### config.mk
export PLATFORM = sky130hd
export DESIGN_NAME = cache_ctrl
export DESIGN_NICKNAME = d
export VERILOG_FILES = /design/src/rtl/cache_ctrl.sv
export SDC_FILE = /design/constraint.sdc
export NUM_CORES = 1
export LEC_CHECK = 0
export CORE_AREA = 3 3 130 132
export DETAILED_ROUTE_END_ITERATION = 7
export DIE_AREA = 0 0 133 135
export PLACE_DENSITY_LB_ADDON = 0.12
export SLEW_MARGIN = 30
export SYNTH_ARGS = -nofsm -noshare
export SYNTH_HDL_FRONTEND = slang
export SYNTH_SLANG_ARGS = --single-unit
### constraint.sdc
create_clock -name clk -period 3.2 [get_ports clk]
set_input_delay 0.64 -clock clk [delete_from_list [all_inputs] [get_ports clk]]
set_output_delay 0.64 -clock clk [all_outputs]
set_load 0.005 [all_outputs]
### src/rtl/cache_ctrl.sv
// cache_ctrl: blocking cache controller between an RV32 CPU port, an external
// cache array (registered status, one-cycle latency) and a word-wide memory.
// Performs hit/miss lookup, dirty-line write-back and four-word line refill.
// Ports:
//   clk, rst                             clock, synchronous active-high reset
//   en_r, en_w, addr_rw, u_b_h_w, data_w CPU request (held while stall=1)
//   data_r, stall                        CPU load data, hold-request indication
//   cache_addr/load/store/edit/invalid,
//   cache_u_b_h_w, cache_din             cache array command
//   cache_hit/valid/dirty/tag/dout       cache array status (victim tag)
//   mem_cs_o, mem_we_o, mem_addr_o,
//   mem_data_o, mem_data_i, mem_ack_i    memory word port, single-cycle ack
module cache_ctrl #(
    parameter int unsigned ADDR_BITS  = 32,
    parameter int unsigned LINE_WORDS = 4
) (
    input  logic                  clk,
    input  logic                  rst,
    input  logic                  en_r,
    input  logic                  en_w,
    input  logic [ADDR_BITS-1:0]  addr_rw,
    input  logic [2:0]            u_b_h_w,
    input  logic [31:0]           data_w,
    output logic [31:0]           data_r,
    output logic                  stall,
    output logic [ADDR_BITS-1:0]  cache_addr,
    output logic                  cache_load,
    output logic                  cache_store,
    output logic                  cache_edit,
    output logic                  cache_invalid,
    output logic [2:0]            cache_u_b_h_w,
    output logic [31:0]           cache_din,
    input  logic                  cache_hit,
    input  logic                  cache_valid,
    input  logic                  cache_dirty,
    input  logic [ADDR_BITS-10:0] cache_tag,
    input  logic [31:0]           cache_dout,
    output logic                  mem_cs_o,
    output logic                  mem_we_o,
    output logic [ADDR_BITS-1:0]  mem_addr_o,
    output logic [31:0]           mem_data_o,
    input  logic [31:0]           mem_data_i,
    input  logic                  mem_ack_i
);
    localparam int unsigned CNT_W  = $clog2(LINE_WORDS);
    localparam int unsigned OFF_W  = CNT_W + 2;
    localparam int unsigned LINE_W = ADDR_BITS - OFF_W;
    localparam int unsigned IDX_W  = 5;
    localparam int unsigned TAG_W  = LINE_W - IDX_W;
    localparam logic [CNT_W-1:0] LAST_WORD = CNT_W'(LINE_WORDS - 1);
    localparam logic [2:0]       UBHW_WORD = 3'b010;

    typedef enum logic [2:0] {
        S_IDLE, S_LOOKUP, S_PRE_BACK, S_BACK, S_FILL, S_WAIT
    } state_t;

    state_t               r_state, w_state_next;
    logic [CNT_W-1:0]     r_word_cnt, w_word_cnt_next;
    logic [TAG_W-1:0]     r_victim_tag;
    logic [LINE_W-1:0]    r_req_line;
    logic [31:0]          r_data_r;
    logic                 w_req;
    logic                 w_hit;
    logic [ADDR_BITS-1:0] w_victim_addr;
    logic [ADDR_BITS-1:0] w_fill_addr;

    assign w_req         = en_r | en_w;
    assign w_hit         = (r_state == S_LOOKUP) & cache_hit;
    assign stall         = w_req & ~w_hit;
    assign data_r        = r_data_r;
    assign cache_invalid = 1'b0;
    // Request line is latched at lookup so a withdrawn request cannot corrupt a refill.
    assign w_victim_addr = {r_victim_tag, r_req_line[IDX_W-1:0], r_word_cnt, 2'b00};
    assign w_fill_addr   = {r_req_line, r_word_cnt, 2'b00};

    // State, counter and latched request/victim information.
    always_ff @(posedge clk) begin
        if (rst) begin
            r_state      <= S_IDLE;
            r_word_cnt   <= '0;
            r_victim_tag <= '0;
            r_req_line   <= '0;
            r_data_r     <= '0;
        end else begin
            r_state    <= w_state_next;
            r_word_cnt <= w_word_cnt_next;
            if (r_state == S_LOOKUP && w_req) begin
                if (cache_hit) begin
                    r_data_r <= cache_dout;
                end else begin
                    r_req_line <= addr_rw[ADDR_BITS-1:OFF_W];
                    if (cache_valid & cache_dirty) begin
                        r_victim_tag <= cache_tag;
                    end
                end
            end
        end
    end

    // Next-state, cache command and memory port decode.
    always_comb begin
        w_state_next    = r_state;
        w_word_cnt_next = r_word_cnt;
        cache_addr      = addr_rw;
        cache_load      = 1'b0;
        cache_store     = 1'b0;
        cache_edit      = 1'b0;
        cache_u_b_h_w   = u_b_h_w;
        cache_din       = data_w;
        mem_cs_o        = 1'b0;
        mem_we_o        = 1'b0;
        mem_addr_o      = '0;
        mem_data_o      = '0;

        case (r_state)
            S_IDLE: begin
                if (w_req) begin
                    // A combined read/write request is serviced as a write.
                    cache_load   = en_r & ~en_w;
                    cache_edit   = en_w;
                    w_state_next = S_LOOKUP;
                end
            end
            S_LOOKUP: begin
                if (!w_req || cache_hit) begin
                    w_state_next = S_IDLE;
                end else begin
                    w_word_cnt_next = '0;
                    w_state_next    = (cache_valid & cache_dirty) ? S_PRE_BACK : S_FILL;
                end
            end
            S_PRE_BACK: begin
                // Present the victim word; its data appears on cache_dout next cycle.
                cache_addr    = w_victim_addr;
                cache_u_b_h_w = UBHW_WORD;
                w_state_next  = S_BACK;
            end
            S_BACK: begin
                cache_addr    = w_victim_addr;
                cache_u_b_h_w = UBHW_WORD;
                mem_cs_o      = 1'b1;
                mem_we_o      = 1'b1;
                mem_addr_o    = w_victim_addr;
                mem_data_o    = cache_dout;
                if (mem_ack_i) begin
                    if (r_word_cnt == LAST_WORD) begin
                        w_word_cnt_next = '0;
                        w_state_next    = S_FILL;
                    end else begin
                        w_word_cnt_next = r_word_cnt + CNT_W'(1);
                        w_state_next    = S_PRE_BACK;
                    end
                end
            end
            S_FILL: begin
                cache_addr = w_fill_addr;
                mem_cs_o   = 1'b1;
                mem_addr_o = w_fill_addr;
                if (mem_ack_i) begin
                    cache_store     = 1'b1;
                    cache_din       = mem_data_i;
                    cache_u_b_h_w   = UBHW_WORD;
                    w_word_cnt_next = r_word_cnt + CNT_W'(1);
                    if (r_word_cnt == LAST_WORD) begin
                        w_state_next = S_WAIT;
                    end
                end
            end
            S_WAIT: begin
                w_state_next = S_IDLE;
            end
            default: begin
                w_state_next = S_IDLE;
            end
        endcase

        // Reset silences every strobe in the same cycle it is asserted.
        if (rst) begin
            cache_load  = 1'b0;
            cache_store = 1'b0;
            cache_edit  = 1'b0;
            mem_cs_o    = 1'b0;
            mem_we_o    = 1'b0;
        end
    end
endmodule
Word-level counts from Yosys, hierarchy flattened. Index checks and enable logic that the tools add are counted.

Shift operators: 0. Reductions and logical operators: 12. $mul: 0. Muxes and demuxes: 33. Equal/unequal tests: 10. $lt $le $gt $ge: 0. $add $sub $neg: 1. Divide/modulo/power cells: 0. Bitwise logic cells: 8.

Operator list (number): one-hot mux 32 bit (2 select lines) (2); 2-to-1 mux 32 bit (3); 2-to-1 mux 3 bit (8); one-hot mux 3 bit (5 select lines) (1); 2-to-1 mux 1 bit (13); != test 2 bit (second input constant) (5); 2-to-1 mux 2 bit (4); AND reduction 4 bit (2); == test 3 x 2 -> 1 bit (second input constant) (2); one-hot mux 2 bit (3 select lines) (1); one-hot mux 3 bit (2 select lines) (1); AND 1 bit (4); AND reduction 2 bit (2); OR reduction 2 bit (2); == test 3 x 1 -> 1 bit (second input constant) (1); == test 3 bit (second input constant) (1); zero test 3 bit (1); NOT 1 bit (3); AND reduction 3 bit (1); nonzero test 3 bit (1); adder 2 x 1 -> 2 bit (second input constant) (1); == test 2 bit (second input constant) (1); logical AND 1 bit (1); zero test 1 bit (1); 2 further kinds (2).

Bits in writable memories: 0. Word-level logic and storage cells: 69. Memories kept: 0. Output and inout bits: 170. Bits in read-only memories: 0. Bits in latches: 0. Flip-flop bits (word level): 88.

Depth between registers and ports, before layout.
Depth in word-level cells: 5. Depth in mapped cells: 8. Depth with buffers taken out: 5.

Worst setup path after synthesis. OpenSTA, ideal clock, no wires.

Kind: flip-flop to output port. Start point: reg r_state[0]. End point: out cache_din[26]. Slack: 1.023 ns. Arrival: 1.537 ns. Stages on the path, launching flop included: 7. Cell sequence: dfxtp_1 -> buf_2 -> nor3b_4 -> and2_1 -> buf_4 -> buf_4 -> mux2_1.

Word-level cells in the longest chain between the ends: 2.

Ends and longest elaborated chain: start: declaration (line 57) `state_t r_state, w_state_next;`; start signal: assignment (line 85) `r_state <= w_state_next;`; == test 3 bit (line 115) `case (r_state)`; 2-to-1 mux 32 bit (line 115); end: declaration (line 32) `output logic [31:0] cache_din,`.

Every way passes these cells.

Worst setup path after layout.
Start point: reg r_state[1]. End point: out cache_din[14].

Same word-level chain as after synthesis.

==> metrics.md <==
| Metric | Value |
|---|---|
| Worst slew margin | `about 63%` |
| Clock sink count | `around 90` |
| Hold WS | `about 450 ps` |
| Final #Nets | `~1.1k` |
| Largest net degree at the start of global routing | `48` |
| WP data required | `~2600 ps` |
| Final Routed Wirelength | `between 20 and 25 mm` |
| Pins Over Slew Limit | `0` |
| Worst Max-Slew Pin Slew | `549 ps` |
| CP Cell Sequence | `nor3b_4 -> buf_12 -> and2_1 -> buf_12 -> mux2_1 -> clkdlybuf4s50_1` |
| WP depth | `6` |
| Min-Delay Path Class | `reg -> reg` |
| CP endpoint | `cache_din[14]` |
| Worst ir drop on vdd | `roughly 0.32 mV` |
| Count leader, synth | `nand2_1` |
| Reg2Reg Depth | `5` |
| Number of synthesized flops with an enable pin | `0` |
| Num CTS Buffers | `9` |
| Cell Area, Synth | `approximately 4700 µm²` |
| Crit path time final | `3070 ps` |
| H-tree depth | `3` |
| Final instance area | `8450 µm²` |
| Pre-CTS setup slack | `approximately 230 ps` |
| Fmax | `around 0.33 GHz` |
| Site Rows | `46` |
| Power per cell area | `~360 nW/µm²` |
| Synth top area share | `37.6%` |
| Final worst-path cycle share | `~96%` |
| Top area cells in the synthesized netlist | `dfxtp_1 38%, nand2_1 17%, a21oi_1 9.5%, mux2_1 6.0%, and2_1 4.8%` |
| Synth async-reset ratio | `0%` |
| Synthesis-to-finish area growth | `80.3%` |
| Post-synthesis cell type count | `39` |
| Detailed placement HPWL | `about 15 mm` |
| DR DRC count | `0` |
| Total GRT Usage | `21.5%` |
| Starting Density | `29.6%` |
| Crit path launch | `r_state[1]` |
| Status | `complete, no violations` |
| Final setup viols | `0` |
| WP data arrival | `roughly 2400 ps` |
| Die height | `135 µm` |
| Tot Pwr | `3.04 mW` |
| Setup TNS Final | `0 ps` |
| Synth warnings | `0` |
| Number of max-cap violations | `0` |
| Ys flop type | `dfxtp_1` |
| R2r startpoint | `r_state[0]` |
| Crit Path Max Fanout | `37` |
| CP delay by family, top | `buffers and inverters` |
| Static Leakage | `3.04 nW` |
| Register bit total from synthesis | `slightly below 90` |
| Reg2Reg Capture Point | `r_req_line[21]` |
| Initial antenna violation count | `1` |
| Core outline area | `15,800 µm²` |
| CTS tree | `built` |
| Top post-synthesis cells by count | `217 x nand2_1, 89 x a21oi_1, 88 x dfxtp_1` |
| Slowest cell on the critical path | `clkdlybuf4s50_1` |
| Max Root-Sink Buffers | `2` |
| Buf+Inv Stages, Crit Path | `3` |
| PnR worst setup slack | `around 130 ps` |
| Routability cong. | `around 0.74` |
| Final Core Density | `a little over half` |
| CTS Root Cell | `clkbuf_16` |
| Final hold violation count | `0` |
| Via Count | `~5.4k` |
| Delay of the slowest cell on the worst path | `between 400 and 500 ps` |
| Die area | `18,000 µm²` |
| Via-to-Cell Ratio | `between 4 and 5` |
| Worst-Skew Late Latency | `between 300 and 400 ps` |
| Initial DRC count | `approximately 240` |
| Mean Syn Cell Area | `roughly 7.5 µm²` |
| Cell taking the most area after synthesis | `dfxtp_1` |
| DRT Pass-1 Iters | `4` |
| Vias in the first global route | `5,116` |
| Non-Filler Instances | `approximately 1.2k` |
| Clk_skew | `about 2.6 ps` |
| I/O pins | `332` |
| Layout cells sized above 1 | `under 10%` |
| Sequential area share after synthesis | `between 30% and 40%` |
| RSZ-0062 raised after global routing | `no` |
| Post-placement cell count | `about 1.1k` |
| Die width | `about 130 µm` |
| Crit Path Category | `reg -> out` |
| Post-DP Area | `roughly 8100 µm²` |
| IO buf count | `around 330` |
| Most frequent cell on the critical path | `buf_12` |
| Setup crit end kind | `primary output` |
| CP Launch Type | `flip-flop` |
| Cells after synthesis | `~620` |
| Routed Antenna Nets | `0` |
| Reg-to-reg slack, setup | `roughly 1300 ps` |
| First-pass GRT wire length | `30.1 mm` |
| Overflow after GRT | `0` |
| Hold bufs inserted after CTS | `0` |
| Clk slew on worst S/H paths | `approximately 60 ps` |
| Wirelength per Cell | `approximately 18 µm` |
==> cells by family after synthesis <==
kind of cell | Yosys count | synth area share (%)
buf+inv | 57 | 6.16
other cells | 1 | 0.0800
mux | 38 | 9.13
compound gates | 143 | 18.8
simple gates | 294 | 28.0
flops | 88 | 37.6
fa+ha+maj | 1 | 0.267
==> cell usage in the layout (no fill, tap or decap), types with 9 or more instances in the layout <==
cell | synthesis | final
nand2_1 | 217 | 217
mux2_1 | 25 | 25
buf_4 | 11 | 19
nor2_1 | 10 | 10
a22o_1 | 23 | 23
and2_1 | 36 | 36
a22oi_1 | 23 | 23
a21oi_1 | 89 | 89
clkbuf_16 | 0 | 9
clkdlybuf4s50_1 | 0 | 327
dfxtp_1 | 88 | 88
mux2_2 | 13 | 13
==> layout make-up <==
type / count / area [µm²]
well taps: 216 / 270
diodes: 1 / 2.50
clock buffers: 10 / 239
fillers: 1532 / 7380
clock inverters: 6 / 43.8
multi-input cells: 479 / 2660
flip-flops and latches: 88 / 1760
repair buffers: 349 / 3470
inverters: 2 / 7.51
==> registers in the layout, summed over array words and instances, names as in the netlist <==
name and cells:
r_victim_tag 23, r_req_line 28, r_state 3, data_r 32, r_word_cnt 2
==> layer usage <==
layer | wire [µm] | vias to the layer above | track usage, %
li1 | - | 2701 | -
met1 | 7670 | 2482 | 23.5
met2 | 10600 | 198 | 39.2
met3 | 1750 | 15 | 7.79
met4 | 276 | 0 | 5.66
met5 | 0 | - | 0
==> repair_timing <==
item	in CTS	in global routing
setup endpoints to repair	0	78
buffers inserted	0	2
hold endpoints to repair	0	0
resized for setup	0	1
==> worst min-delay path, stage by stage (launching register included) <==
cell,delay [ps]
dfxtp_1,310
nand2_1,50
a21oi_1,50
==> where the power goes <==
group          total [mW]  leakage (nW)  internal, mW  switching (mW)
combinational       0.867          2.20         0.519           0.349
clock                1.01         0.127         0.548           0.457
sequential           1.17         0.712          1.14          0.0305
total                3.04          3.04          2.21           0.836
==> worst min-delay path by stage <==
stage                  startpoint       endpoint  cells after the start
detailed placement      data_r[9]      data_r[9]                      2
finish                 data_r[14]     data_r[14]                      2
global route            data_r[1]      data_r[1]                      2
global placement       data_r[29]     data_r[29]                      2
floorplan           r_req_line[0]  r_req_line[0]                      2
CTS                     data_r[9]      data_r[9]                      2
Power figures use the tool's default switching activity.
